[config.mk]
export PLATFORM = sky130hd
export DESIGN_NAME = extend_pipe
export DESIGN_NICKNAME = d
export VERILOG_FILES = /design/src/rtl/extend_pipe.sv
export SDC_FILE = /design/constraint.sdc
export NUM_CORES = 1
export LEC_CHECK = 0
export CAP_MARGIN = 30
export CORE_MARGIN = 2
export CORE_UTILIZATION = 41
export CTS_CLUSTER_DIAMETER = 60
export CTS_CLUSTER_SIZE = 10
export DETAILED_ROUTE_END_ITERATION = 16
export PLACE_DENSITY = 0.7
export SETUP_SLACK_MARGIN = 0.15
export SKIP_LAST_GASP = 1
export SLEW_MARGIN = 20
export SYNTH_ARGS = -nofsm -noshare
export SYNTH_HDL_FRONTEND = slang
export SYNTH_SLANG_ARGS = --single-unit
[constraint.sdc]
create_clock -name clk -period 1.95 [get_ports clk]
set_input_delay 0.195 -clock clk [delete_from_list [all_inputs] [get_ports clk]]
set_output_delay 0.195 -clock clk [all_outputs]
set_load 0.02 [all_outputs]
[src/rtl/extend_pipe.sv]
`default_nettype none
// +--------------------------------------------------------------------------+
// | extend_pipe : registered sign/zero extender with a 2-entry output FIFO   |
// | rev 1.0                                                                  |
// +--------------------------------------------------------------------------+
module extend_pipe #(
  parameter int IN_W  = 16,
  parameter int OUT_W = 32
) (
  input  logic             clk,
  input  logic             rst_n,
  input  logic             in_valid_i,
  output logic             in_ready_o,
  input  logic [IN_W-1:0]  a_i,
  input  logic             sext_i,
  input  logic [1:0]       mode_i,
  output logic             out_valid_o,
  input  logic             out_ready_i,
  output logic [OUT_W-1:0] out_data_o,
  output logic             out_neg_o,
  output logic [1:0]       count_o
);

  localparam logic [1:0] c_MODE_BYTE  = 2'b00;
  localparam logic [1:0] c_MODE_HALF  = 2'b01;
  localparam logic [1:0] c_MODE_FULL  = 2'b10;
  localparam logic [1:0] c_MODE_SHIFT = 2'b11;
  localparam logic [1:0] c_DEPTH      = 2'd2;

  logic [OUT_W-1:0] mem_q [2];
  logic             head_q, head_d;
  logic             tail_q, tail_d;
  logic [1:0]       count_q, count_d;

  logic             w_fill;
  logic [OUT_W-1:0] w_full;
  logic [OUT_W-1:0] w_ext;
  logic             w_push;
  logic             w_pop;

  // Shift mode reuses the full-width extension; the two bits lost at the top
  // are fill copies, so nothing significant is dropped.
  always_comb begin
    w_fill = sext_i & a_i[IN_W-1];
    w_full = {{(OUT_W-IN_W){w_fill}}, a_i};
    w_ext  = '0;
    case (mode_i)
      c_MODE_BYTE: w_ext = {{(OUT_W-8){sext_i & a_i[7]}}, a_i[7:0]};
      c_MODE_HALF: w_ext = {{(OUT_W-16){sext_i & a_i[15]}}, a_i[15:0]};
      c_MODE_FULL: w_ext = w_full;
      c_MODE_SHIFT: w_ext = w_full << 2;
      default:     w_ext = '0;
    endcase
  end

  assign in_ready_o  = (count_q < c_DEPTH);
  assign out_valid_o = (count_q != 2'd0);
  assign out_data_o  = mem_q[head_q];
  assign out_neg_o   = mem_q[head_q][OUT_W-1];
  assign count_o     = count_q;

  assign w_push = in_valid_i & in_ready_o;
  assign w_pop  = out_valid_o & out_ready_i;

  always_comb begin
    head_d  = head_q;
    tail_d  = tail_q;
    count_d = count_q;
    if (w_push) tail_d = ~tail_q;
    if (w_pop)  head_d = ~head_q;
    case ({w_push, w_pop})
      2'b10:   count_d = count_q + 2'd1;
      2'b01:   count_d = count_q - 2'd1;
      default: count_d = count_q;
    endcase
  end

  always_ff @(posedge clk or negedge rst_n) begin
    if (!rst_n) begin
      head_q   <= 1'b0;
      tail_q   <= 1'b0;
      count_q  <= 2'd0;
      mem_q[0] <= '0;
      mem_q[1] <= '0;
    end else begin
      head_q  <= head_d;
      tail_q  <= tail_d;
      count_q <= count_d;
      if (w_push) mem_q[tail_q] <= w_ext;
    end
  end

endmodule
`default_nettype wire

# After elaboration in Yosys (flattened, before gate mapping)
# Index checks and enable logic that the tools add are counted.
[totals]
latchBits = 0
word_cells = 37
regBits = 68
n_memories = 0
ramBits = 0
rom_bits = 0
[classes]
n_eq_ne = 5
add_sub_neg = 2
bitwise = 8
multipliers = 0
n_div = 0
n_reduce_logical = 5
order_cmp = 4
n_mux = 8
n_shift = 0
[op_table]
columns = ["cell", "n"]
rows = [
  ["2-to-1 mux 32 bit", 4],
  ["case mux 32 bit (3 select lines)", 1],
  ["bitwise mux 64 bit", 1],
  ["demux 32 bit (select 1 bit)", 1],
  ["== test 2 bit, second input constant", 3],
  ["AND 1 bit", 4],
  ["== test 2 x 1 -> 1 bit, second input constant", 2],
  ["greater-or-equal comparator 2 bit, second input constant", 2],
  ["inverter 1 -> 2 bit", 2],
  ["case mux 2 bit (2 select lines)", 1],
  ["nonzero test 2 bit", 2],
  ["adder 2 x 1 -> 2 bit, second input constant", 1],
  ["logical NOT 2 bit", 1],
  ["< comparator 2 x 1 -> 1 bit, second input constant", 1],
  ["< comparator 2 bit, second input constant", 1],
  ["inverter 1 bit", 2],
  ["OR reduction 2 bit", 1],
  ["subtractor 2 x 1 -> 2 bit, second input constant", 1],
  ["logical AND 1 bit", 1],
]

# Longest topological paths before layout
# Gate-level depths: netlist of run 1.
[depth]
word_depth = 6
ltp_mapped = 6

# Worst setup path after synthesis of run 1
# Ideal clock, no wire load.
[synth_path]
path_type = "reg-to-reg"
from = "register count_q[1], in the netlist count_o[1]"
to = "register count_q[1], in the netlist count_o[1]"
path_slack_ns = 0.243
path_stages_with_launch = 6
arrival_time_ns = 1.626
cell_sequence = "dfrtp_1 > or2_2 > and2_1 > ha_1 > nor2_1 > xnor2_1"
[synth_via]
elab_chain_cells = 4
elab_cells_between_ends = 10
[synth_lines]
columns = ["element", "line_no", "rtl"]
rows = [
  ["start, declared", "33", "logic [1:0] count_q, count_d;"],
  ["start signal, assigned", "88", "count_q <= count_d;"],
  ["nonzero test 2 bit *", "57", "assign out_valid_o = (count_q != 2'd0);"],
  ["net out_valid_o", "17", "output logic out_valid_o,"],
  ["AND 1 bit *", "63", "assign w_pop = out_valid_o & out_ready_i;"],
  ["net w_pop", "39", "logic w_pop;"],
  ["== test 2 x 1 -> 1 bit or == test 2 bit (tied branches)", "71", "case ({w_push, w_pop})"],
  ["case mux 2 bit (2 select lines) or nonzero test 2 bit (tied branches)", "--", ""],
]
# The timed path passes the listed nets; every way through them passes the cells marked *.
# A chain may end at the register's enable or synchronous reset.

# Final worst setup path of run 1
[layout_path]
from = "register head_q"
to = "output port out_data_o[0]"
[layout_via]
elab_chain_cells = 4
[layout_lines]
columns = ["element", "line_no", "rtl"]
rows = [
  ["start, declared", "31", "logic head_q, head_d;"],
  ["start signal, assigned", "80", "head_q <= 1'b0;"],
  ["start signal, assigned", "86", "head_q <= head_d;"],
  ["inverter 1 -> 2 bit (implied by the code)", "58", "assign out_data_o = mem_q[head_q];"],
  ["2-to-1 mux 32 bit (implied by the code) (3 in series)", "58", ""],
  ["end, declared", "19", "output logic [OUT_W-1:0] out_data_o,"],
]
# Every way passes these cells. The select of a mux whose other input is x is not followed.

==> qor.csv, run 1 <==
metric,value,unit
ys_seq_area_share,49.2,%
worstSetupPathType,flop to primary output,
synthesis.nets,226,
synth_cell_types,30,
drc,0,
cts_buffer_depth,2,
grt_usage,16.9,%
p_sw,1960,uW
clockPowerShare,13.8,%
cts_buffers,5,
detail_route.wl_per_cell,14.4,um
cp-end-kind,primary output,
clkTransAtPathRegs,0.08,ns
area_delta_synth_final,31.7,%
syn_avg_cell_area,10.7,um2
insertion_delay,0.30,ns
core_area,0.00507,mm2
dp_hpwl,3560,um
worstReg2RegStart,count_o[1]$_DFFE_PN0P_,
n_antenna_cell,0,
num_io_pins,60,
fin_crit,1.78,ns
cts_root_buf,clkbuf_8,
r2r_slack,0.33,ns
ys_ff_latch,42,
cp.arrival,1.58,ns
p_int,2960,uW
cts_tree,yes,
finalHoldViolations,0,
seqPwrFrac,31.5,%
cap_violations,0,
ys_warn_count,0,
vias_per_cell,5.09,
peakVddDrop,1.19,mV
fin_crit_sh,91.0,%
cellPowerDensity,1750,mW/mm2
drive_gt1_share,19.1,%
hp-class,input pin to async pin,
timing.rr.end,count_o[1]$_DFFE_PN0P_,
combPwrFrac,54.7,%
grt_pass1_vias,1633,
status,finished clean,
start_kind,flop,
grt_max_degree,22,
routed_wl,4720,um
slew_headroom,59.6,%
p_leak,0.00130,uW
cts_sinks,42,
initial_core_util,42.1,%
skew,0.00882,ns
ant_nets,0,
port_buffers,59,
rsz0062_at_grt,true,
grt_pass1_wl,7770,um
tightestPinTransition,0.606,ns
antenna_found_initial,0,
syn_inst,200,
fmax,563,MHz
crit_required,1.75,ns
ctsHtreeMaxLevel,2,
vias,1665,
r2r_cells,5,
grt_overflow_total,0,
drt_iter0_markers,96,
die_y,76.2,um
gp_congestion,0.747,
first_pass_iters,4,
final_util,55.5,%
critPathMaxFanout,6,
die_w,76.2,um
nNetsFinal,282,
setup_viol,0,
slew_violations,0,
dieArea,0.00581,mm2
rows,26,
sw_frac_of_total,39.9,%
syn_area,0.00214,mm2
finalSetupTns,0,ns
-- layout by cell type, fill, tap and decap left out, drive strengths merged, types with 2 or more instances in the layout --
master	count
nor3b	2
buf	15
dlygate4sd2	29
ha	3
a22oi	14
o21ai	19
or2	2
o22a	20
nand2	27
mux2	19
dfrtp	42
clkbuf	11
nor2	10
clkdlybuf4s50	24
xnor2	3
inv	3
-- worst max-delay path by stage --
stage	startpoint	to	slack, ns	depth (start not counted)
after floorplan	count_o[1]$_DFFE_PN0P_	count_o[1]$_DFFE_PN0P_	0.24	5
after global placement	mode_i[0]	mem_q[6]$_DFFE_PN0P_	0.13	6
after detailed placement	mode_i[0]	mem_q[5]$_DFFE_PN0P_	0.05	6
after CTS	head_q$_DFFE_PN0P_	out_data_o[5]	0.1	4
after global routing	head_q$_DFFE_PN0P_	out_data_o[16]	0.11	4
final	head_q$_DFFE_PN0P_	out_data_o[0]	0.17	4
-- worst max-delay path, cell delays in order, from the launching register on --
cell and delay (ns):
dfrtp_1 0.37, buf_4 0.12, buf_4 0.14, mux2_2 0.33
dlygate4sd2_1 0.33
-- final cells by class --
type / count / area [um2]
clock inverter: 1 / 30.0
multi-input combinational: 130 / 915
tap: 70 / 87.6
clock buffer: 7 / 76.3
inverter: 3 / 11.3
fill: 482 / 2260
timing repair buffer: 74 / 644
sequential: 42 / 1050
-- metal layers --
metal,part of all wire (%),GRT usage [%],up-vias
met2,51,29.5,50
met5,0,0,-
met1,42,20.0,803
li1,-,-,807
met4,1.4,5.82,0
met3,4.9,4.62,5
-- synthesized netlist by cell type --
cell       n  area [um2]
a22oi_1   14         105
o21a_1     1        7.51
xor2_1     1        8.76
o21ai_2    2        17.5
nand2b_1   1        6.26
and3b_1    1        8.76
o21ai_0   12        60.1
or2_2      2        12.5
ha_1       3        37.5
nand3_1    1        5.00
nor3b_2    1        12.5
a21oi_1    1        5.00
a32oi_1    1        8.76
nor3b_1    1        7.51
inv_1      3        11.3
nand2_1   27         101
buf_6      1        11.3
nor2b_1    1        6.26
dfrtp_1   42        1050
o21ai_1    5        25.0
xnor2_1    3        26.3
clkbuf_1   1        3.75
nand3b_1   1        7.51
buf_2      9        45.0
o22a_1    20         175
and2_1     1        6.26
nor2_1    10        37.5
buf_4     14         105
or3b_1     1        8.76
mux2_2    19         214
-- through the flow --
step | instance area [um2] | setup WS (ns) | instances | hold WS [ns] | power [uW]
finish | 2820 | 0.175 | 327 | 0.380 | 4930
global route | 2820 | 0.108 | 327 | 0.432 | 5240
CTS | 2820 | 0.0967 | 326 | 0.383 | 4970
detailed placement | 2740 | 0.0539 | 316 | 0.172 | 4610
global placement | 2740 | 0.125 | 316 | 0.163 | 4560
floorplan | 2140 | 0.243 | 200 | -0.101 | 3530
-- state kept, by name, indices dropped and copies added, names as in the netlist --
register,cells
count_o,2
head_q,1
mem_q,38
tail_q,1
-- cells by family (layout without fill, tap and decap cells) --
family                     Yosys count  in the layout  share of synthesized area (%)
AOI/OAI and AO/OA                   56             56                           18.9
xor gates and xnor gates             4              4                           1.64
adders and majority gates            3              3                           1.76
buffers and inverters               28             85                           8.25
DFF                                 42             42                           49.2
muxes                               19             19                           10.0
and+or+nand+nor                     48             48                           10.3
-- power groups by stage --
stage	Sequential, uW	Clock (uW)	Combinational, uW
detailed placement	1580	0	3030
floorplan	1530	0	2010
finish	1550	678	2700
global route	1610	714	2910
CTS	1560	687	2720
global placement	1560	0	2990
-- timing repair --
| action | in CTS | in global routing |
|---|---|---|
| cloned | 0 | 0 |
| buffers inserted | 1 | 1 |
| hold buffers | 1 | 0 |
| gates resized for setup | 34 | 10 |
| setup endpoints to repair | 34 | 20 |
| hold endpoints to repair | 19 | 0 |
| pin swaps | 0 | 0 |
No activity file was read; power rests on OpenSTA's default activity.
==> inputs of run 2 (changes only) <==
CAP_MARGIN = unset   (was 30)
CORE_ASPECT_RATIO = 0.75   (was unset)
GPL_ROUTABILITY_DRIVEN = 1   (was unset)
==> qor.csv, run 2 (synthesis results as in run 1) <==
metric,value,unit
ctsHtreeMaxLevel,2,
cap_violations,0,
die_y,66.5,um
routed_wl,4690,um
grt_pass1_vias,1665,
stdcell_area,0.00280,mm2
detail_route.wl_per_cell,14.8,um
n_antenna_cell,0,
largest_register_ff_count,38,
fin_crit_sh,89.9,%
crit_required,1.75,ns
regMostFlops,mem_q,
fmax,571,MHz
final_cell_mix,"dfrtp_1, dlygate4sd2_1, nand2_1",
placedCellCount,305,
vias_per_cell,5.15,
clkTransAtPathRegs,0.08,ns
cts_tree,yes,
antenna_found_initial,0,
timing.rr.end,count_o[1]$_DFFE_PN0P_,
layout.cells.non_filler,316,
vias,1626,
nFillCells,456,
gp_congestion,0.719,
postPlaceCellArea,0.00272,mm2
hp-class,flop to flop,
drc,0,
core_area,0.00495,mm2
first_pass_iters,4,
worstSetupPathType,flop to primary output,
drt_iter0_markers,145,
skew,0.00568,ns
cts_sinks,42,
rsz0062_at_grt,true,
area_delta_synth_final,30.9,%
fin_crit,1.75,ns
worstHoldStart,mem_q[0]$_DFFE_PN0P_,
slew_violations,0,
finalSetupTns,0,ns
total_power,4850,uW
holdPathStages,2,
cellPowerDensity,1730,mW/mm2
r2r_cells,5,
grt_pass1_wl,8220,um
drive_gt1_share,18.4,%
dp_hpwl,3460,um
cts_buffer_depth,2,
finalHoldViolations,0,
status,finished clean,
critPathMaxFanout,7,
post-route-worst-setup-slack,0.197,ns
ant_nets,0,
mostFrequentLayoutCell,dfrtp_1,
grt_max_degree,43,
rows,22,
dieArea,0.00581,mm2
worstReg2RegStart,count_o[1]$_DFFE_PN0P_,
initial_core_util,43.2,%
nNetsFinal,281,
cp-end-kind,primary output,
peakVddDrop,0.782,mV
r2r_slack,0.32,ns
die_w,87.4,um
insertion_delay,0.29,ns
start_kind,flop,
pre_cts_slack,0.0402,ns
setup_viol,0,
port_buffers,59,
grt_overflow_total,0,
grt_usage,18.2,%
tightestPinTransition,0.530,ns
cts_buffers,5,
num_io_pins,60,
min_to,mem_q[0]$_DFFE_PN0P_,
p_leak,0.00130,uW
cp.arrival,1.56,ns
cts_root_buf,clkbuf_8,
slew_headroom,64.6,%
==> run 2: how the worst max path moves through the flow <==
stage / startpoint / endpoint / slack, ns / depth (start not counted)
final: head_q$_DFFE_PN0P_ / out_data_o[1] / 0.20 / 3
after global routing: head_q$_DFFE_PN0P_ / out_data_o[9] / 0.13 / 3
after CTS: head_q$_DFFE_PN0P_ / out_data_o[7] / -0.08 / 3
after detailed placement: mode_i[0] / mem_q[2]$_DFFE_PN0P_ / 0.04 / 6
after global placement: mode_i[0] / mem_q[2]$_DFFE_PN0P_ / 0.12 / 6
after floorplan: count_o[1]$_DFFE_PN0P_ / count_o[1]$_DFFE_PN0P_ / 0.24 / 5
==> run 2: worst max-delay path, stage by stage (launching register included) <==
cell and delay, ns:
dfrtp_2 0.43, buf_4 0.19, mux2_2 0.33, dlygate4sd2_1 0.32
==> run 2: per-layer routing <==
| layer | wire length, um | up-vias | track usage [%] |
|---|---|---|---|
| met4 | 68 | 0 | 5.77 |
| met1 | 2290 | 774 | 25.3 |
| met3 | 203 | 6 | 4.21 |
| met2 | 2130 | 34 | 28.2 |
| met5 | 0 | - | 0 |
| li1 | - | 812 | - |
==> run 2: power breakdown <==
part           internal, uW  switching [uW]  leakage [uW]
sequential             1310             262      0.000506
combinational          1280            1410      0.000750
clock                   285             293     0.0000472
total                  2880            1970       0.00130
==> run 2: what timing repair did <==
| action | 4_1_cts | 5_1_grt |
|---|---|---|
| hold buffers | 1 | 0 |
| endpoints found under the setup margin | 34 | 14 |
| hold endpoints to repair | 42 | 0 |
| buffers inserted | 0 | 2 |
| resized for setup | 34 | 1 |
==> run 2: area by class of cell <==
cell class	count	area, um2	share of cell area, %
Clock inverter	2	12.5	0.447
Multi-Input combinational cell	130	911	32.5
Inverter	3	11.3	0.402
Clock buffer	6	82.6	2.95
Sequential cell	42	1050	37.6
Timing Repair Buffer	73	654	23.4
Tap cell	60	75.1	2.68
==> run 2: metrics by stage <==
stage | utilization (%) | hold WS [ns]
2_1_floorplan | - | -0.101
3_3_place_gp | 54.8 | 0.290
3_5_place_dp | 54.8 | 0.295
4_1_cts | 56.1 | 0.489
5_1_grt | 56.5 | 0.514
6_report | 56.5 | 0.481
